## config.mk

```make
export PLATFORM = sky130hd
export DESIGN_NAME = game_sequencer
export DESIGN_NICKNAME = d
export VERILOG_FILES = /design/src/rtl/game_sequencer.sv
export SDC_FILE = /design/constraint.sdc
export NUM_CORES = 1
export LEC_CHECK = 0
export ABC_CLOCK_PERIOD_IN_PS = 2600
export BUFFER_PORTS_ARGS = -buffer_cell sky130_fd_sc_hd__buf_2
export CAP_MARGIN = 20
export CORE_UTILIZATION = 50
export CTS_CLUSTER_DIAMETER = 80
export DETAILED_ROUTE_END_ITERATION = 12
export HOLD_SLACK_MARGIN = 0.1
export PLACE_DENSITY_LB_ADDON = 0.2
export SLEW_MARGIN = 40
export SYNTH_ARGS = -nofsm -noshare
export SYNTH_HDL_FRONTEND = slang
export SYNTH_SLANG_ARGS = --single-unit
```

## constraint.sdc

```tcl
create_clock -name Clk -period 2.6 [get_ports Clk]
set_input_delay 0.13 -clock Clk [delete_from_list [all_inputs] [get_ports Clk]]
set_output_delay 0.13 -clock Clk [all_outputs]
set_load 0.005 [all_outputs]
```

## src/rtl/game_sequencer.sv

```systemverilog
// Round/match controller for Frogger: sequences play, death, scoring, game over and win,
// and owns the BCD life timer, lives and homes counters. Define GAME_PAUSE_EN to honour the pause input.
module game_sequencer #(
  parameter int ROUND_SECONDS  = 60,
  parameter int FRAMES_PER_SEC = 60,
  parameter int START_LIVES    = 3,
  parameter int HOMES_TO_WIN   = 3,
  parameter int DEATH_FRAMES   = 30
) (
  input  logic       Clk,
  input  logic       Reset_n,
  input  logic       frame_tick,
  input  logic       start,
  input  logic       frog_hit,
  input  logic       frog_home,
  input  logic       pause,
  output logic       respawn,
  output logic       playing,
  output logic       dying,
  output logic       game_over,
  output logic       game_won,
  output logic [3:0] tens_digit,
  output logic [3:0] ones_digit,
  output logic [1:0] lives,
  output logic [2:0] homes
);

  typedef enum logic [2:0] {IDLE, PLAY, DYING, SCORED, OVER, WON} state_t;

  // Status flags in the order {playing, dying, game_over, game_won}.
  localparam logic [3:0] F_NONE  = 4'b0000;
  localparam logic [3:0] F_PLAY  = 4'b1000;
  localparam logic [3:0] F_DYING = 4'b0100;
  localparam logic [3:0] F_OVER  = 4'b0010;
  localparam logic [3:0] F_WON   = 4'b0001;

  localparam logic [3:0] TENS_INIT  = 4'(ROUND_SECONDS / 10);
  localparam logic [3:0] ONES_INIT  = 4'(ROUND_SECONDS % 10);
  localparam logic [1:0] LIVES_INIT = 2'(START_LIVES);
  localparam logic [2:0] HOMES_WIN  = 3'(HOMES_TO_WIN);
  localparam logic [7:0] FRAME_LAST = 8'(FRAMES_PER_SEC - 1);
  localparam logic [7:0] DEATH_LAST = 8'(DEATH_FRAMES - 1);

  state_t     state;
  logic [3:0] flags;
  logic [7:0] frame_cnt;
  logic [7:0] death_cnt;
  logic       timer_zero;
  logic       paused;
  logic [2:0] homes_inc;

  assign {playing, dying, game_over, game_won} = flags;
  assign timer_zero = (tens_digit == 4'd0) && (ones_digit == 4'd0);
  assign homes_inc  = homes + 3'd1;

`ifdef GAME_PAUSE_EN
  assign paused = pause && (state == PLAY);
`else
  logic unused_pause;
  assign unused_pause = pause;
  assign paused       = 1'b0;
`endif

  // NOTE: every register here is state, so all updates use <= to read pre-edge values.
  always_ff @(posedge Clk or negedge Reset_n) begin
    if (!Reset_n) begin
      state      <= IDLE;
      flags      <= F_NONE;
      respawn    <= 1'b0;
      tens_digit <= TENS_INIT;
      ones_digit <= ONES_INIT;
      lives      <= LIVES_INIT;
      homes      <= 3'd0;
      frame_cnt  <= 8'd0;
      death_cnt  <= 8'd0;
    end else begin
      respawn <= 1'b0;
      case (state)
        IDLE, OVER, WON: begin
          if (start) begin
            state      <= PLAY;
            flags      <= F_PLAY;
            respawn    <= 1'b1;
            tens_digit <= TENS_INIT;
            ones_digit <= ONES_INIT;
            frame_cnt  <= 8'd0;
            lives      <= LIVES_INIT;
            homes      <= 3'd0;
          end
        end

        PLAY: begin
          // A hit outranks a timeout, which outranks reaching home; both death causes act alike.
          if ((frog_hit && !paused) || timer_zero) begin
            state     <= DYING;
            flags     <= F_DYING;
            lives     <= (lives == 2'd0) ? 2'd0 : lives - 2'd1;
            death_cnt <= 8'd0;
          end else if (frog_home && !paused) begin
            state <= SCORED;
            flags <= F_NONE;
          end else if (frame_tick && !paused) begin
            if (frame_cnt == FRAME_LAST) begin
              frame_cnt <= 8'd0;
              // Timer is nonzero here, so a borrow from tens cannot underflow.
              if (ones_digit == 4'd0) begin
                ones_digit <= 4'd9;
                tens_digit <= tens_digit - 4'd1;
              end else begin
                ones_digit <= ones_digit - 4'd1;
              end
            end else begin
              frame_cnt <= frame_cnt + 8'd1;
            end
          end
        end

        DYING: begin
          if (frame_tick) begin
            if (death_cnt == DEATH_LAST) begin
              if (lives == 2'd0) begin
                state <= OVER;
                flags <= F_OVER;
              end else begin
                state      <= PLAY;
                flags      <= F_PLAY;
                respawn    <= 1'b1;
                tens_digit <= TENS_INIT;
                ones_digit <= ONES_INIT;
                frame_cnt  <= 8'd0;
              end
            end else begin
              death_cnt <= death_cnt + 8'd1;
            end
          end
        end

        SCORED: begin
          homes <= homes_inc;
          if (homes_inc == HOMES_WIN) begin
            state <= WON;
            flags <= F_WON;
          end else begin
            state      <= PLAY;
            flags      <= F_PLAY;
            respawn    <= 1'b1;
            tens_digit <= TENS_INIT;
            ones_digit <= ONES_INIT;
            frame_cnt  <= 8'd0;
          end
        end

        default: begin
          state <= IDLE;
          flags <= F_NONE;
        end
      endcase
    end
  end

endmodule

```

==> flow_results.org <==
** Global routing
- Entering global routing, the biggest net connects 22 pins.
- Global-route congestion overflow total :: 0
- Across every metal layer, demand over resource in global routing totals 0.218.
- Via count of the first global-routing pass :: 1,590
- The first global-routing pass estimated 7250 um of wire.
- The number of antenna violations at the first check in global routing is 0.

** Logic synthesis
- A synthesized cell averages 9.48 um2.
- Post-synthesis register bit count :: 37
- For this run, the number of Yosys warnings is 0.
- Number of distinct library cells after synthesis :: 54
- Fraction of synthesized cell area taken by the top area cell type :: 0.391
- Post-Synthesis Net Count :: 238
- Mapped cell area :: 0.00211 mm2
- The synthesized design contains 0 enable-type register cells.
- Cell count after synthesis :: 223
- Share of synthesized registers carrying an async set or reset :: 1.00
- Cell type with the largest total area after synthesis :: dfrtp_1
- By count the netlist is led by 33 x dfrtp_1, 33 x nand2_1, 16 x nor2_1.
- Most used flip-flop cell after synthesis :: dfrtp_1
- Seq/Total Area, Yosys :: 0.440
- Leading cell types by total area after synthesis :: dfrtp_1 39%, nand2_1 5.9%, dfstp_2 5.0%

** Drt
- Routed wirelength normalized by instance count :: 14.3 um
- The pre-antenna-repair detailed-routing pass consisted of 4 iterations.
- Routed WL :: 4320 um
- Residual DRC count :: 0
- The count of nets left with antenna violations once routing finished came out at 0.
- Overall via count from detail_route :: 1,727
- Dividing the detail-routed via count by the number of cells gives 5.70.
- DR iter-0 viols :: 81

** Clock network
- Count of H-tree levels built during CTS :: 2
- Largest buffer count on any clock path :: 2
- After clock tree synthesis, the clock-pin slew on the worst setup and hold paths is 0.07 ns.
- Source-to-sink clock delay at the later pin of the worst-skew pair :: 0.29 ns
- Number of clock buffers inserted by TritonCTS :: 5
- TritonCTS built the clock tree.
- The clock drives 37 sinks.
- CTS placed an instance of clkbuf_8 at the clock tree root.
- Buffers inserted to repair hold after CTS numbered 1.
- After clock tree synthesis, the repair step resized 0 gates.
- Once the clock tree was built, the setup fixing pass inserted 0 buffers.

** Pwr
- Clock share of power :: 0.174
- Of the total power, combinational logic draws 0.459.
- For this design the static power due to leakage is 1.13 nW.
- Power share of the sequential group :: 0.367
- The analysis attributes to net switching a power of 1.02 mW.
- The internal portion of the total power is 1.50 mW.
- Switching Fraction :: 0.406
- For this design the ratio of total power to cell area is 1040 mW/mm2.
- VDD IR-drop max :: 688 uV

** STA
- At the pin with the least slew margin, the transition time is 0.485 ns.
- Final number of hold-violating endpoints :: 0
- Setup Viol. Count Final :: 0
- The number of max-slew violations in the final report was 0.
- Final critical delay including setup and external delays :: 2.17 ns
- In the final timing run, aggregate negative setup slack is 0 ns.
- Final worst-path cycle share :: 0.833
- RSZ-0062 raised after global routing :: no
- FMAX :: 461 MHz
- Headroom to the max-slew limit came out at 0.674.
- The clock arrives with 0.00515 ns of skew.

** Setup path
- Worst path arrival time :: 2.35 ns
- Crit path required time :: 2.78 ns
- For this design, the slowest cell found on the critical path is dfstp_2.
- Capturing element type of the critical path :: register
- For this run, the slowest stage of the critical path takes 0.55 ns.
- The worst setup path is launched from a register.
- In this run the worst path has a maximum fanout of 8.
- Chain of cells forming the critical path :: inv_1, ha_1, nor3b_1, a21oi_2, o2111a_2, nand3_4, a221o_1
- By startpoint and endpoint, the worst setup path is classified as register to register.

** Cells and area
- The repair_antennas step left the layout with diodes totalling 0.
- Of the cells placed in the final design, the portion with a size suffix greater than 1 is 0.178.
- The area growth from synthesis to layout is 14.9%.
- Final design utilization :: 0.603
- At the end of the flow, the number of nets in the layout was 267.
- After routing the design area is 0.00243 mm2.

** Floorplanning
- Ports :: 25
- Die extent in y :: 67.0 um
- Die X-Extent :: 67.0 um
- Die area :: 0.00449 mm2
- For this configuration, the core starts out at a cell density of 0.525.
- Core box area :: 0.00403 mm2
- FP Rows :: 23

** Placed design
- Input and output buffers added on the ports amount to 23.
- Weighted congestion reported at the end of routability-driven placement :: 0.836
- The HPWL after detailed placement is 3080 um.
- Once placement finished, the instance area stood at 0.00232 mm2.

** Run
- Across the run, the number of max-cap violations was 0.

** Outcome
- Status :: complete, no violations

** Hold path
- Path type of the worst min-delay path :: input pin to register
==> layer usage <==
metal,GRT usage,up-vias,wire length [um]
met1,0.297,808,2140
met5,0,-,0
met4,0.101,0,60
li1,-,878,-
met3,0.0582,4,192
met2,0.316,37,1930
==> cell usage in the layout, fill, tap and decap left out, types with 2 or more instances in the layout <==
cell	count
nand2_1	33
dfrtp_1	33
buf_2	23
nor2_1	16
inv_1	10
o21ai_0	10
a21oi_1	10
nor3_1	8
ha_1	8
o22a_1	7
clkbuf_8	7
and3_1	6
a21o_1	6
nand2b_1	5
nand3_1	5
nand4_1	4
dfstp_2	4
or3b_1	3
o21ai_1	3
mux2_1	3
buf_4	3
xnor2_1	2
nand3b_1	2
nor3b_2	2
nor3b_1	2
nor4_1	2
o22ai_1	2
a41oi_1	2
o31ai_1	2
mux2i_1	2
==> power by group through the flow <==
stage               combinational [mW]  sequential, mW  clock, mW
CTS                               1.17           0.925      0.464
detailed placement                1.16           0.936          0
global route                      1.30           0.953      0.481
floorplan                        0.835           0.907          0
finish                            1.16           0.926      0.440
global placement                  1.14           0.933          0
==> kinds of logic (layout without fill, tap and decap cells) <==
family | after synthesis | after routing | synth area share
simple gates | 95 | 95 | 0.236
xor+xnor | 2 | 2 | 0.00829
mux | 5 | 5 | 0.0254
compound gates | 60 | 60 | 0.214
fa+ha+maj | 8 | 8 | 0.0473
flops | 37 | 37 | 0.440
buf+inv | 16 | 46 | 0.0290
==> sequential cells by signal, indices dropped and copies added, names as in the netlist <==
name,count
death_cnt,8
frame_cnt,8
flags,4
ones_digit,4
tens_digit,4
homes,3
state,3
lives,2
respawn,1
==> critical path, delay by kind of cell, from the launching register on <==
kind                     cells  cell delay (ns)
AO/OA/AOI/OAI                3             0.95
adder cells (fa/ha/maj)      1             0.17
AND/OR/NAND/NOR              2             0.30
flip-flops                   1             0.55
buffers and inverters        1             0.07
==> final timing paths <==
| kind | cells after the start | endpoint | slack, ns | startpoint |
|---|---|---|---|---|
| min in group asynchronous | 2 | death_cnt[0]$_DFFE_PN0P_ | 0.31 | Reset_n |
| max in group asynchronous | 3 | lives[1]$_DFFE_PN1P_ | 1.76 | Reset_n |
| min | 3 | lives[1]$_DFFE_PN1P_ | 0.20 | start |
| max reg2reg | 7 | ones_digit[2]$_DFFE_PN0P_ | 0.43 | tens_digit[1]$_DFFE_PN1P_ |
| min reg2reg | 1 | flags[3]$_DFFE_PN0P_ | 0.48 | flags[3]$_DFFE_PN0P_ |
| max | 7 | ones_digit[2]$_DFFE_PN0P_ | 0.43 | tens_digit[1]$_DFFE_PN1P_ |
==> layout make-up <==
type / instances / area, um2
tap: 50 / 62.6
clock buffer: 7 / 96.3
inverter: 10 / 37.5
fill: 354 / 1600
sequential: 37 / 931
multi-input combinational: 170 / 1120
clock inverter: 1 / 5.00
timing repair buffer: 28 / 175
==> through the flow <==
stage / hold WS, ns / std cells / power (mW) / worst slack (ns)
global route: 0.221 / 303 / 2.73 / 0.276
floorplan: -0.166 / 223 / 1.74 / 0.611
global placement: 0.277 / 293 / 2.08 / 0.474
detailed placement: 0.105 / 294 / 2.10 / 0.452
finish: 0.204 / 303 / 2.52 / 0.433
CTS: 0.192 / 303 / 2.56 / 0.438
No activity file was read; power rests on OpenSTA's default activity.
